<file path="src/rtl/console_bus_pkg.sv">
// Shared types and constants for the console memory bus arbiter.
package console_bus_pkg;

   localparam int unsigned MAX_MASTERS    = 8;
   localparam int unsigned MAX_DATA_WIDTH = 64;

   typedef enum logic [1:0] {
      IDLE = 2'd0,
      BUSY = 2'd1,
      RESP = 2'd2
   } arb_state_t;

   typedef logic [$clog2(MAX_MASTERS)-1:0] master_id_t;

   // Read data returned on an aborted transaction, truncated to the bus width at use.
   localparam logic [MAX_DATA_WIDTH-1:0] ARB_ERR_DATA = '1;

endpackage

</file>
<file path="src/rtl/console_bus_arbiter_rr_pick.sv">
// Rotating-priority one-hot select: first request strictly after ptr_i, wrapping to bit 0.
module rr_pick #(
   parameter int unsigned N    = 3,
   parameter int unsigned ID_W = 2
) (
   input  logic [N-1:0]    req_i,
   input  logic [ID_W-1:0] ptr_i,
   output logic [N-1:0]    gnt_oh_c,
   output logic [ID_W-1:0] gnt_id_c
);

   logic [N-1:0] hi_c;
   logic [N-1:0] sel_c;

   // Requests above the pointer take priority; otherwise wrap around to the full vector.
   always_comb begin
      hi_c     = '0;
      gnt_oh_c = '0;
      gnt_id_c = '0;
      for (int i = 0; i < int'(N); i++) begin
         hi_c[i] = req_i[i] && (i > int'(ptr_i));
      end
      sel_c = (|hi_c) ? hi_c : req_i;
      for (int i = int'(N) - 1; i >= 0; i--) begin
         if (sel_c[i]) begin
            gnt_oh_c    = '0;
            gnt_oh_c[i] = 1'b1;
            gnt_id_c    = ID_W'(i);
         end
      end
   end

endmodule

</file>
<file path="src/rtl/console_bus_arbiter.sv">
// N-master round-robin front end for the console memory bus, one transaction in flight.
// Optional BUSY timeout with error response when ARB_TIMEOUT_EN is defined.
module console_bus_arbiter
   import console_bus_pkg::*;
#(
   parameter int unsigned NUM_MASTERS = 3,
   parameter int unsigned ADDR_WIDTH  = 16,
   parameter int unsigned DATA_WIDTH  = 8,
`ifdef ARB_TIMEOUT_EN
   parameter int unsigned TIMEOUT_CYCLES = 255,
`endif
   localparam int unsigned ID_W = (NUM_MASTERS > 1) ? $clog2(NUM_MASTERS) : 1
) (
   input  logic                                    clk_in,
   input  logic                                    rst_in,
   input  logic [NUM_MASTERS-1:0]                  m_req_in,
   input  logic [NUM_MASTERS-1:0]                  m_we_in,
   input  logic [NUM_MASTERS-1:0][ADDR_WIDTH-1:0]  m_addr_in,
   input  logic [NUM_MASTERS-1:0][DATA_WIDTH-1:0]  m_wdata_in,
   output logic [NUM_MASTERS-1:0]                  m_gnt_out,
   output logic [NUM_MASTERS-1:0]                  m_rvalid_out,
   output logic [DATA_WIDTH-1:0]                   m_rdata_out,
   output logic                                    m_err_out,
   output logic                                    s_req_out,
   output logic                                    s_we_out,
   output logic [ADDR_WIDTH-1:0]                   s_addr_out,
   output logic [DATA_WIDTH-1:0]                   s_wdata_out,
   input  logic                                    s_ack_in,
   input  logic [DATA_WIDTH-1:0]                   s_rdata_in,
   output logic [ID_W-1:0]                         owner_out,
   output logic                                    stray_ack_out
);

   arb_state_t                 state_q, state_d;
   logic [ID_W-1:0]            ptr_q, ptr_d;
   logic [ID_W-1:0]            owner_q, owner_d;
   logic [NUM_MASTERS-1:0]     gnt_q, gnt_d;
   logic [NUM_MASTERS-1:0]     rvalid_q, rvalid_d;
   logic [DATA_WIDTH-1:0]      rdata_q, rdata_d;
   logic                       s_req_q, s_req_d;
   logic                       s_we_q, s_we_d;
   logic [ADDR_WIDTH-1:0]      s_addr_q, s_addr_d;
   logic [DATA_WIDTH-1:0]      s_wdata_q, s_wdata_d;
   logic                       stray_q, stray_d;
   logic [NUM_MASTERS-1:0]     pick_oh;
   logic [ID_W-1:0]            pick_id;

`ifdef ARB_TIMEOUT_EN
   localparam int unsigned CNT_W = $clog2(TIMEOUT_CYCLES + 1);
   logic [CNT_W-1:0] cnt_q, cnt_d;
   logic             err_q, err_d;
   logic             expire_c;

   // Expiry fires in the TIMEOUT_CYCLES-th BUSY cycle (counter starts at 0).
   assign expire_c = (cnt_q == CNT_W'(TIMEOUT_CYCLES - 1));
`endif

   rr_pick #(
      .N    (NUM_MASTERS),
      .ID_W (ID_W)
   ) u_pick (
      .req_i    (m_req_in),
      .ptr_i    (ptr_q),
      .gnt_oh_c (pick_oh),
      .gnt_id_c (pick_id)
   );

   always_comb begin
      state_d   = state_q;
      ptr_d     = ptr_q;
      owner_d   = owner_q;
      gnt_d     = '0;
      rvalid_d  = '0;
      rdata_d   = rdata_q;
      s_req_d   = s_req_q;
      s_we_d    = s_we_q;
      s_addr_d  = s_addr_q;
      s_wdata_d = s_wdata_q;
      stray_d   = stray_q | (s_ack_in && (state_q != BUSY));
`ifdef ARB_TIMEOUT_EN
      cnt_d     = cnt_q;
      err_d     = 1'b0;
`endif
      case (state_q)
         IDLE: begin
            if (|m_req_in) begin
               gnt_d     = pick_oh;
               s_req_d   = 1'b1;
               s_we_d    = m_we_in[pick_id];
               s_addr_d  = m_addr_in[pick_id];
               s_wdata_d = m_wdata_in[pick_id];
               owner_d   = pick_id;
               state_d   = BUSY;
`ifdef ARB_TIMEOUT_EN
               cnt_d     = '0;
`endif
            end
         end
         // Ack is checked first so it wins over a simultaneous timeout.
         BUSY: begin
            if (s_ack_in) begin
               rvalid_d[owner_q] = 1'b1;
               rdata_d           = s_rdata_in;
               s_req_d           = 1'b0;
               state_d           = RESP;
            end
`ifdef ARB_TIMEOUT_EN
            else if (expire_c) begin
               rvalid_d[owner_q] = 1'b1;
               rdata_d           = DATA_WIDTH'(ARB_ERR_DATA);
               err_d             = 1'b1;
               s_req_d           = 1'b0;
               state_d           = RESP;
            end else begin
               cnt_d = cnt_q + CNT_W'(1);
            end
`endif
         end
         RESP: begin
            ptr_d   = owner_q;
            state_d = IDLE;
         end
         default: state_d = IDLE;
      endcase
   end

   always_ff @(posedge clk_in) begin
      if (!rst_in) begin
         state_q   <= IDLE;
         ptr_q     <= ID_W'(NUM_MASTERS - 1);
         owner_q   <= '0;
         gnt_q     <= '0;
         rvalid_q  <= '0;
         rdata_q   <= '0;
         s_req_q   <= 1'b0;
         s_we_q    <= 1'b0;
         s_addr_q  <= '0;
         s_wdata_q <= '0;
         stray_q   <= 1'b0;
`ifdef ARB_TIMEOUT_EN
         cnt_q     <= '0;
         err_q     <= 1'b0;
`endif
      end else begin
         state_q   <= state_d;
         ptr_q     <= ptr_d;
         owner_q   <= owner_d;
         gnt_q     <= gnt_d;
         rvalid_q  <= rvalid_d;
         rdata_q   <= rdata_d;
         s_req_q   <= s_req_d;
         s_we_q    <= s_we_d;
         s_addr_q  <= s_addr_d;
         s_wdata_q <= s_wdata_d;
         stray_q   <= stray_d;
`ifdef ARB_TIMEOUT_EN
         cnt_q     <= cnt_d;
         err_q     <= err_d;
`endif
      end
   end

   assign m_gnt_out     = gnt_q;
   assign m_rvalid_out  = rvalid_q;
   assign m_rdata_out   = rdata_q;
   assign s_req_out     = s_req_q;
   assign s_we_out      = s_we_q;
   assign s_addr_out    = s_addr_q;
   assign s_wdata_out   = s_wdata_q;
   assign owner_out     = owner_q;
   assign stray_ack_out = stray_q;
`ifdef ARB_TIMEOUT_EN
   assign m_err_out     = err_q;
`else
   assign m_err_out     = 1'b0;
`endif

endmodule

</file>
<file path="config.mk">
export PLATFORM = sky130hd
export DESIGN_NAME = console_bus_arbiter
export DESIGN_NICKNAME = d
export VERILOG_FILES = /design/src/rtl/console_bus_pkg.sv /design/src/rtl/console_bus_arbiter_rr_pick.sv /design/src/rtl/console_bus_arbiter.sv
export SDC_FILE = /design/constraint.sdc
export NUM_CORES = 1
export LEC_CHECK = 0
export ABC_CLOCK_PERIOD_IN_PS = 1930
export BUFFER_PORTS_ARGS = -buffer_cell sky130_fd_sc_hd__buf_4
export CELL_PAD_IN_SITES_DETAIL_PLACEMENT = 0
export CELL_PAD_IN_SITES_GLOBAL_PLACEMENT = 1
export CORE_AREA = 5 5 95 97
export CTS_CLUSTER_SIZE = 16
export DETAILED_ROUTE_END_ITERATION = 10
export DIE_AREA = 0 0 100 102
export MAX_ROUTING_LAYER = met4
export PLACE_DENSITY_LB_ADDON = 0.1
export SLEW_MARGIN = 40
export SYNTH_ARGS = -nofsm -noshare
export SYNTH_HDL_FRONTEND = slang
export SYNTH_SLANG_ARGS = --single-unit
</file>
<file path="constraint.sdc">
create_clock -name clk_in -period 1.93 [get_ports clk_in]
set_input_delay 0.2895 -clock clk_in [delete_from_list [all_inputs] [get_ports clk_in]]
set_output_delay 0.2895 -clock clk_in [all_outputs]
set_load 0.005 [all_outputs]
</file>
==> results.md, run 1 <==
* Initial antenna violation count at 0
* FF+latch count, synth at 47
* Post-layout nets at between 500 and 600
* Max Slew Vio Count at 0
* Largest net degree at the start of global routing at 29
* Number of hold buffers added after CTS at 0
* Ys async rst share at 0%
* Via count at around 2500
* Final WL at between 8000 and 9000 um
* CP Data Required Time at 2.17 ns
* Initial Utilization at 30.0%
* Clock tree sinks at 47
* Initial DRC count at 63
* Clock Latency Late Sink at 0.30 ns
* DP HPWL at between 5000 and 6000 um
* Grt ovf at 0
* Yosys top cell by area: dfxtp_1
* Mapped Avg Cell Area at 8.34 um2
* # Post-CTS Setup Buffers at 0
* Detailed-routing iteration count for the pre-antenna-repair pass at 4
* Cells after synthesis at 290
* CP peak stage delay at 0.52 ns
* Crit path max-delay cell type: or4b_1
* Synth Flop Type: dfxtp_1
* Leak Pwr at around 1.7 nW
* DRC at 0
* Layout cells sized above 1 at roughly 43%
* Peak supply drop at around 0.00037 V
* Class of the worst hold path: input port to register
* Setup CP Type: register to register
* Antenna-violating nets left at 0
* Layout Utilization at 44.9%
* Final setup skew at between 0.005 and 0.006 ns
* Core area at 8050 um2
* Vias per inst at 4.87
* Routability cong. at approximately 0.75
* Synth area leaders: dfxtp_1 (39%), a22o_1 (9.1%), a211oi_1 (7.8%)
* CP arrival at about 1.8 ns
* Mapped Area at approximately 2400 um2
* Vias in the first global route at 2573
* Drt wl/cell at 15.7 um
* Die width at 100 um
* Die area at 10200 um2
* WP buf/inv at 1
* Area grow syn2layout at 49.5%
* Post-synthesis sequential area ratio at 38.9%
* Clock tree buffer depth at 2
* CTS buffer count at 5
* Post_cts resized at 0
* Max-Cap Viols at 0
* Global-route wire length before repair at 12800 um
* RSZ-0062 raised after global routing: false
* Hold Violations, Final at 0
* Outcome: finished clean
* Achievable Freq at roughly 0.66 GHz
* # diodes at 0
* Critical path endpoint category: register
* Crit path cell chain: or4b_1 > buf_4 > a21oi_2 > a22o_1
* Cell Pwr Density at 657 nW/um2
* Yosys warns at 0
* Final setup fails at 0
* Post-synth top cells: dfxtp_1 (47), inv_1 (27), nand3_1 (26)
* Total global-route track usage at 16.2%
* Worst-path clk slew at roughly 0.1 ns
* Site Rows at 33
* Htree depth at 2
* CP max FO at 28
* Syn nets at 379
* Total I/O pin count at 133
* Number of synthesized flops with an enable pin at 0
* CTS tree: yes
* Clk root buf: clkbuf_8
* Count leader, synth: dfxtp_1
* Crit path max-delay family: simple AND/OR/NAND/NOR gates
* Setup_tns at 0 ns
* Minimum clock period at 1.51 ns
* Synth unique cells at 31
* Share of Yosys cell area claimed by the top area cell type at 38.9%
* Final period utilization at 78.2%
* Die Ht at 102 um
* Port Buffers at 131
* Worst setup SP type: register
## path summary, 6_finish.rpt
check | startpoint | endpoint | slack (ns) | depth (start not counted)
worst max-delay path | state_q[0] | s_wdata_out[2] | 0.42 | 4
worst min-delay path | s_rdata_in[4] | m_rdata_out[4] | 0.23 | 3
worst max register to register | state_q[0] | s_wdata_out[2] | 0.42 | 4
worst min register to register | m_rdata_out[0] | m_rdata_out[0] | 0.47 | 2
## layout make-up
cell class                      count  area [um2]
Clock buffer                        6        82.6
Clock inverter                      2        16.3
Fill cell                         832        4440
Inverter                           28         105
Multi-Input combinational cell    189        1260
Sequential cell                    47         941
Tap cell                          105         131
Timing Repair Buffer              144        1080
## stage by stage
stage / setup slack, ns / total power [mW] / cells / instance area, um2 / hold slack [ns]
2_1_floorplan: 0.467 / 1.42 / 290 / 2420 / 0.434
3_3_place_gp: 0.255 / 1.76 / 513 / 3520 / 0.451
3_5_place_dp: 0.230 / 1.76 / 513 / 3520 / 0.458
4_1_cts: 0.405 / 2.42 / 521 / 3610 / 0.224
5_1_grt: 0.311 / 2.53 / 521 / 3610 / 0.231
6_report: 0.422 / 2.37 / 521 / 3610 / 0.230
## flip-flops by register name (all words and copies together), names as in the netlist, 2 cells and up
name,count
m_rdata_out,8
m_gnt_out,3
m_rvalid_out,3
s_addr_out,16
owner_out,2
state_q,2
s_wdata_out,8
ptr_q,2
## metal layers
layer  up-vias  share of wire (%)  global-route usage [%]
met2       106                 47                    26.3
met4         0                2.0                    4.46
met3        14                8.3                    4.03
met5         -                  0                       -
met1      1138                 43                    20.2
li1       1278                  -                       -
## where the power goes
part	switching, mW	leakage (nW)	total, mW	internal, mW
clock network	0.354	0.0474	0.647	0.293
logic	0.271	1.25	0.624	0.353
registers	0.0499	0.386	1.10	1.05
total	0.675	1.68	2.37	1.70
## logic make-up after synthesis
| family | share of synthesized area [%] |
|---|---|
| AOI/OAI and AO/OA | 34.3 |
| and+or+nand+nor | 15.5 |
| buffers and inverters | 9.89 |
| DFF | 38.9 |
| muxes | 1.24 |
| other | 0.155 |
## layout by cell type (no fill, tap or decap), drive strengths merged, types with 3 or more instances in the layout
cell type    n
a22o        25
a21oi       28
a21boi       9
nand2b       5
nor3b        5
buf        144
o21ai       26
mux2i        3
a211oi      25
nor2b        7
dfxtp       47
nor3         3
inv         27
clkbuf       6
nand3       26
nand2       19
## worst min-delay path: stages
cell and delay, ns:
buf_4 0.11, nand2_1 0.04, a21boi_0 0.06
(Power assumes the default switching activity.)
==> run 2, diff against run 1 <==
Settings changed: ABC_AREA from default to 1, ABC_CLOCK_PERIOD_IN_PS 1930 to 1300, CORE_AREA 5 5 95 97 to 5 5 103 105, DIE_AREA 0 0 100 102 to 0 0 108 110.
Clock period 1.93 ns to 1.3 ns, I/O delays scaled along.
==> run 2 against run 1 <==
Net effect: synthesized cell count up 27%; the flow now finishes with violations (setup timing); area after synthesis is 0.88% higher; combinational power is 110% higher; highest routed layer unchanged; count of clock-buffer cells in the layout down 1; fmax grew 12%.
==> results.md, run 2 <==
* Yosys top cell by area: dfxtp_1
* Clock tree sinks at 47
* Setup CP Type: register to register
* Worst setup SP type: register
* Max Slew Vio Count at 0
* Outcome: finished with violations
* DRC at 0
* Site Rows at 36
* Final setup skew at 0.0167 ns
* CTS buffer count at 5
* Clock tree buffer depth at 2
* Htree depth at 2
* Initial antenna violation count at 0
* Worst-path clk slew at 0.11 ns
* Commonest non-fill, non-tap cell in the layout: buf_4
* Placed cell areas at 3700 um2
* Total global-route track usage at 13.8%
* Post-synth top cells: nand2_1 (104), nor2_1 (51), dfxtp_1 (47), inv_1 (33), nand3_1 (28)
* Area grow syn2layout at 62.6%
* Global-route wire length before repair at 12800 um
* Synth area leaders: dfxtp_1 (39%), nand2_1 (16%), nor2_1 (7.9%)
* Mapped Area at 2440 um2
* Synth unique cells at 25
* Die width at approximately 110 um
* Critical path endpoint category: register
* CTS tree: yes
* Peak supply drop at 0.000419 V
* Class of the worst hold path: input port to register
* Post-layout nets at around 600
* Max-Cap Viols at 0
* CP max FO at 8
* Routability cong. at 0.725
* Ys async rst share at 0%
* Setup_tns at -0.463 ns
* DP HPWL at 6350 um
* Syn nets at ~460
* Clock Latency Late Sink at 0.31 ns
* CP Data Required Time at ~1.5 ns
* Layout cells sized above 1 at about two fifths
* Vias in the first global route at 2754
* Vias per inst at 4.29
* FF+latch count, synth at 47
* Cell Pwr Density at 999 nW/um2
* Detailed-routing iteration count for the pre-antenna-repair pass at 4
* Initial Utilization at 25.5%
* Clk root buf: clkbuf_8
* Minimum clock period at 1.34 ns
* Drt wl/cell at 12.9 um
* Mapped Avg Cell Area at 6.63 um2
* # diodes at 0
* Violated checks: setup timing
* Count leader, synth: nand2_1
* Share of Yosys cell area claimed by the top area cell type at 38.6%
* Yosys warns at 0
* Grt ovf at 0
* Port Buffers at 131
* Initial DRC count at 61
* Synth Flop Type: dfxtp_1
* Final period utilization at 103%
* Number of hold buffers added after CTS at 0
* Achievable Freq at about 0.74 GHz
* Place WS at -0.0423 ns
* Cells after synthesis at 368
* Commonest non-fill, non-tap cells in the layout: buf_4 (144), nand2_1 (90), nor2_1 (49), dfxtp_1 (45), inv_1 (32)
* Max reg flops at 16
* RSZ-0062 raised after global routing: true
* Largest net degree at the start of global routing at 26
* Post-route design area at 3970 um2
* CP arrival at between 1.5 and 2 ns
* Hold Violations, Final at 0
* Final WL at 8300 um
* Via count at 2763
* Core area at 9550 um2
* Setup WS post-layout at -0.0448 ns
* Antenna-violating nets left at 0
* Leak Pwr at 2.02 nW
* Total I/O pin count at roughly 130
* Die area at 11900 um2
* Final setup fails at 20
* Die Ht at 110 um
* Number of synthesized flops with an enable pin at 0
* Post-synthesis sequential area ratio at 38.6%
run 2: logic make-up after synthesis:
family | synth area share, %
AO/OA/AOI/OAI | 16.1
flip-flops | 38.6
buffers and inverters | 10.0
AND/OR/NAND/NOR | 35.1
other | 0.154
run 2: final timing paths:
check             slack [ns]              to      startpoint  cells past startpoint
setup / recovery       -0.04   s_addr_out[8]        ptr_q[1]                      9
hold reg to reg         0.48  s_wdata_out[4]  s_wdata_out[4]                      2
setup reg to reg       -0.04   s_addr_out[8]        ptr_q[1]                      9
hold / removal          0.07      state_q[0]        s_ack_in                      2
run 2: repair_timing:
item                                   in CTS  in global routing
endpoints found under the hold margin       0                  0
setup endpoints to repair                  24                 28
buffers inserted                            0                  1
pin swaps                                   1                  5
gates cloned                                0                  1
resized for setup                          12                 35
run 2: metrics by stage:
stage / power [mW] / util, % / std cells / hold slack [ns]
2_1_floorplan: 2.26 / - / 368 / 0.298
3_3_place_gp: 2.93 / 38.7 / 634 / 0.406
3_5_place_dp: 2.94 / 38.7 / 634 / 0.407
4_1_cts: 3.94 / 40.0 / 642 / 0.0608
5_1_grt: 4.24 / 41.5 / 644 / 0.0625
6_report: 3.96 / 41.5 / 644 / 0.0715
run 2: layer usage:
layer	vias up	routed length (um)	global-route usage, %
met5	-	0	-
met4	0	104	3.34
met3	7	571	3.49
met2	86	4050	23.4
met1	1226	3580	16.6
li1	1444	-	-
run 2: worst max-delay path: stages, from the launching register on:
cell	delay [ns]
dfxtp_2	0.37
inv_4	0.05
nand2_4	0.08
nand2_4	0.06
nor2_4	0.09
nor2_4	0.06
nor2_4	0.17
clkbuf_16	0.20
nand2_1	0.06
a21oi_1	0.13
run 2: final cells by class:
cell class / instances / area, um2
fillers: 1040 / 5580
multi-input cells: 266 / 1360
repair buffers: 154 / 1270
flip-flops and latches: 47 / 943
well taps: 133 / 166
inverters: 36 / 138
clock buffers: 5 / 68.8
clock inverters: 3 / 26.3
run 2: power breakdown:
group / total [mW] / leakage [nW] / internal [mW] / switching (mW)
logic: 1.34 / 1.58 / 0.705 / 0.633
registers: 1.66 / 0.386 / 1.58 / 0.0774
clock network: 0.964 / 0.0491 / 0.397 / 0.567
total: 3.96 / 2.02 / 2.68 / 1.28
==> run 3, diff against run 2 <==
==> constraint.sdc (replaced) <==
create_clock -name clk_in -period 1.3 [get_ports clk_in]
set_input_delay 0.195 -clock clk_in [delete_from_list [all_inputs] [get_ports clk_in]]
set_output_delay 0.195 -clock clk_in [all_outputs]
set_load 0.1 [all_outputs]
==> run 3 against run 2 <==
Net effect: the run still ends with setup timing left; via count shrank 1.7%; clock power grew 18%; non-clock buffer count is the same; cell count is the same; clock skew shrank 0.0087 ns; count of clock-buffer cells in the layout is the same; sequential share of layout area grew 0.91 points; highest routed layer unchanged.
==> results.md, run 3 (same netlist as run 2, synthesis figures left out) <==
* Commonest non-fill, non-tap cells in the layout: buf_4 (144), nand2_1 (103), nor2_1 (50), inv_1 (33), nand3_1 (28)
* Antenna-violating nets left at 0
* Cell Pwr Density at 1270 nW/um2
* Placed cell areas at 3760 um2
* Post-route design area at 3950 um2
* Post-layout nets at 599
* Setup WS post-layout at -0.0855 ns
* CTS buffer count at 5
* Max Slew Vio Count at 0
* Minimum clock period at ~1.4 ns
* RSZ-0062 raised after global routing: true
* Setup CP Type: register to register
* Total global-route track usage at 14.1%
* Clk root buf: clkbuf_8
* Initial antenna violation count at 0
* Drt wl/cell at 13.0 um
* Worst-path clk slew at 0.10 ns
* Clock Latency Late Sink at 0.30 ns
* Max reg flops at 16
* Area grow syn2layout at 61.8%
* Final period utilization at 107%
* Hold slack at approximately 0.093 ns
* Layout cells sized above 1 at 40.5%
* CTS tree: yes
* Leak Pwr at 2.02 nW
* Outcome: finished with violations
* Detailed-routing iteration count for the pre-antenna-repair pass at 6
* Vias per inst at roughly 4.2
* DRC at 0
* Crit path max-delay family: simple AND/OR/NAND/NOR gates
* Site Rows at 36
* Crit path cell chain: inv_4 > nand2_4 > nand2_4 > nand3_2 > nor2_4 > nor2_4 > buf_12 > nand2_1 > a21oi_1
* DP Cell Count at 634
* Class of the worst hold path: input port to register
* Die width at 108 um
* Commonest non-fill, non-tap cell in the layout: buf_4
* Port Buffers at 131
* Routability cong. at 0.705
* Die Ht at between 100 and 150 um
* Critical path endpoint category: register
* CP max FO at 24
* Post-route insts no fill at around 640
* Final setup fails at 24
* Hold Violations, Final at 0
* CP arrival at 1.58 ns
* Final WL at 8350 um
* Fillers at 1055
* Die area at 11900 um2
* Worst setup SP type: register
* Initial DRC count at 123
* Clock tree buffer depth at 2
* Via count at 2717
* Clock tree sinks at 47
* DP HPWL at 6240 um
* Crit path max-delay cell type: dfxtp_2
* Initial Utilization at 25.5%
* CP Data Required Time at between 1 and 1.5 ns
* Global-route wire length before repair at between 10000 and 15000 um
* Number of hold buffers added after CTS at 0
* Violated checks: setup timing
* # diodes at 0
* Vias in the first global route at 2711
* Final setup skew at 0.00809 ns
* Htree depth at 2
* Final Power at 5.02 mW
* Peak supply drop at ~0.00063 V
* Total I/O pin count at 133
* Max-Cap Viols at 0
* Grt ovf at 0
* Achievable Freq at 0.722 GHz
* Core area at between 9000 and 10000 um2
* Largest net degree at the start of global routing at 37
* Place WS at -0.0422 ns
* CP peak stage delay at 0.35 ns
* WP buf/inv at 2
-- run 3: worst reg2reg max path, delay by kind of cell (launching register included) --
family | cells | cell delay [ns]
DFF | 1 | 0.35
buffers and inverters | 2 | 0.24
and+or+nand+nor | 6 | 0.63
AOI/OAI and AO/OA | 1 | 0.06
-- run 3: path summary, 6_finish.rpt --
kind | startpoint | end | slack [ns] | cells after the start
min reg2reg | owner_out[0] | m_rvalid_out[0] | 0.45 | 1
max reg2reg | ptr_q[1] | s_addr_out[5] | -0.09 | 9
max | ptr_q[1] | s_addr_out[5] | -0.09 | 9
min | s_ack_in | state_q[0] | 0.09 | 2
-- run 3: cell type report --
class                   instances  area, um2  area share (%)
inverters                      36        138            3.49
flip-flops and latches         47        975            24.7
well taps                     133        166            4.22
clock inverters                 3       47.5            1.20
multi-input cells             266       1280            32.4
clock buffers                   5       68.8            1.74
repair buffers                154       1270            32.2
-- run 3: report_power, final --
group / switching [mW] / internal [mW]
Sequential: 0.0747 / 1.60
Combinational: 1.54 / 0.664
Clock: 0.553 / 0.584
-- run 3: routing by layer --
layer | track usage [%] | wire (um) | share of wire [%] | up-vias
met5 | - | 0 | 0 | -
met4 | 2.98 | 70 | 0.84 | 0
met3 | 3.32 | 547 | 6.5 | 5
met2 | 23.7 | 3980 | 48 | 81
met1 | 17.5 | 3750 | 45 | 1188
li1 | - | - | - | 1443
-- run 3: through the flow --
stage	utilization (%)	TNS (ns)
floorplan	-	0
global placement	39.3	-0.134
detailed placement	39.3	-0.404
CTS	40.6	-0.548
global route	41.3	-3.93
finish	41.3	-1.61
-- run 3: what timing repair did --
action,in CTS,in global routing
endpoints found under the setup margin,24,28
cloned,0,1
setup buffers,0,1
gates resized for setup,3,9
pin swaps,1,3
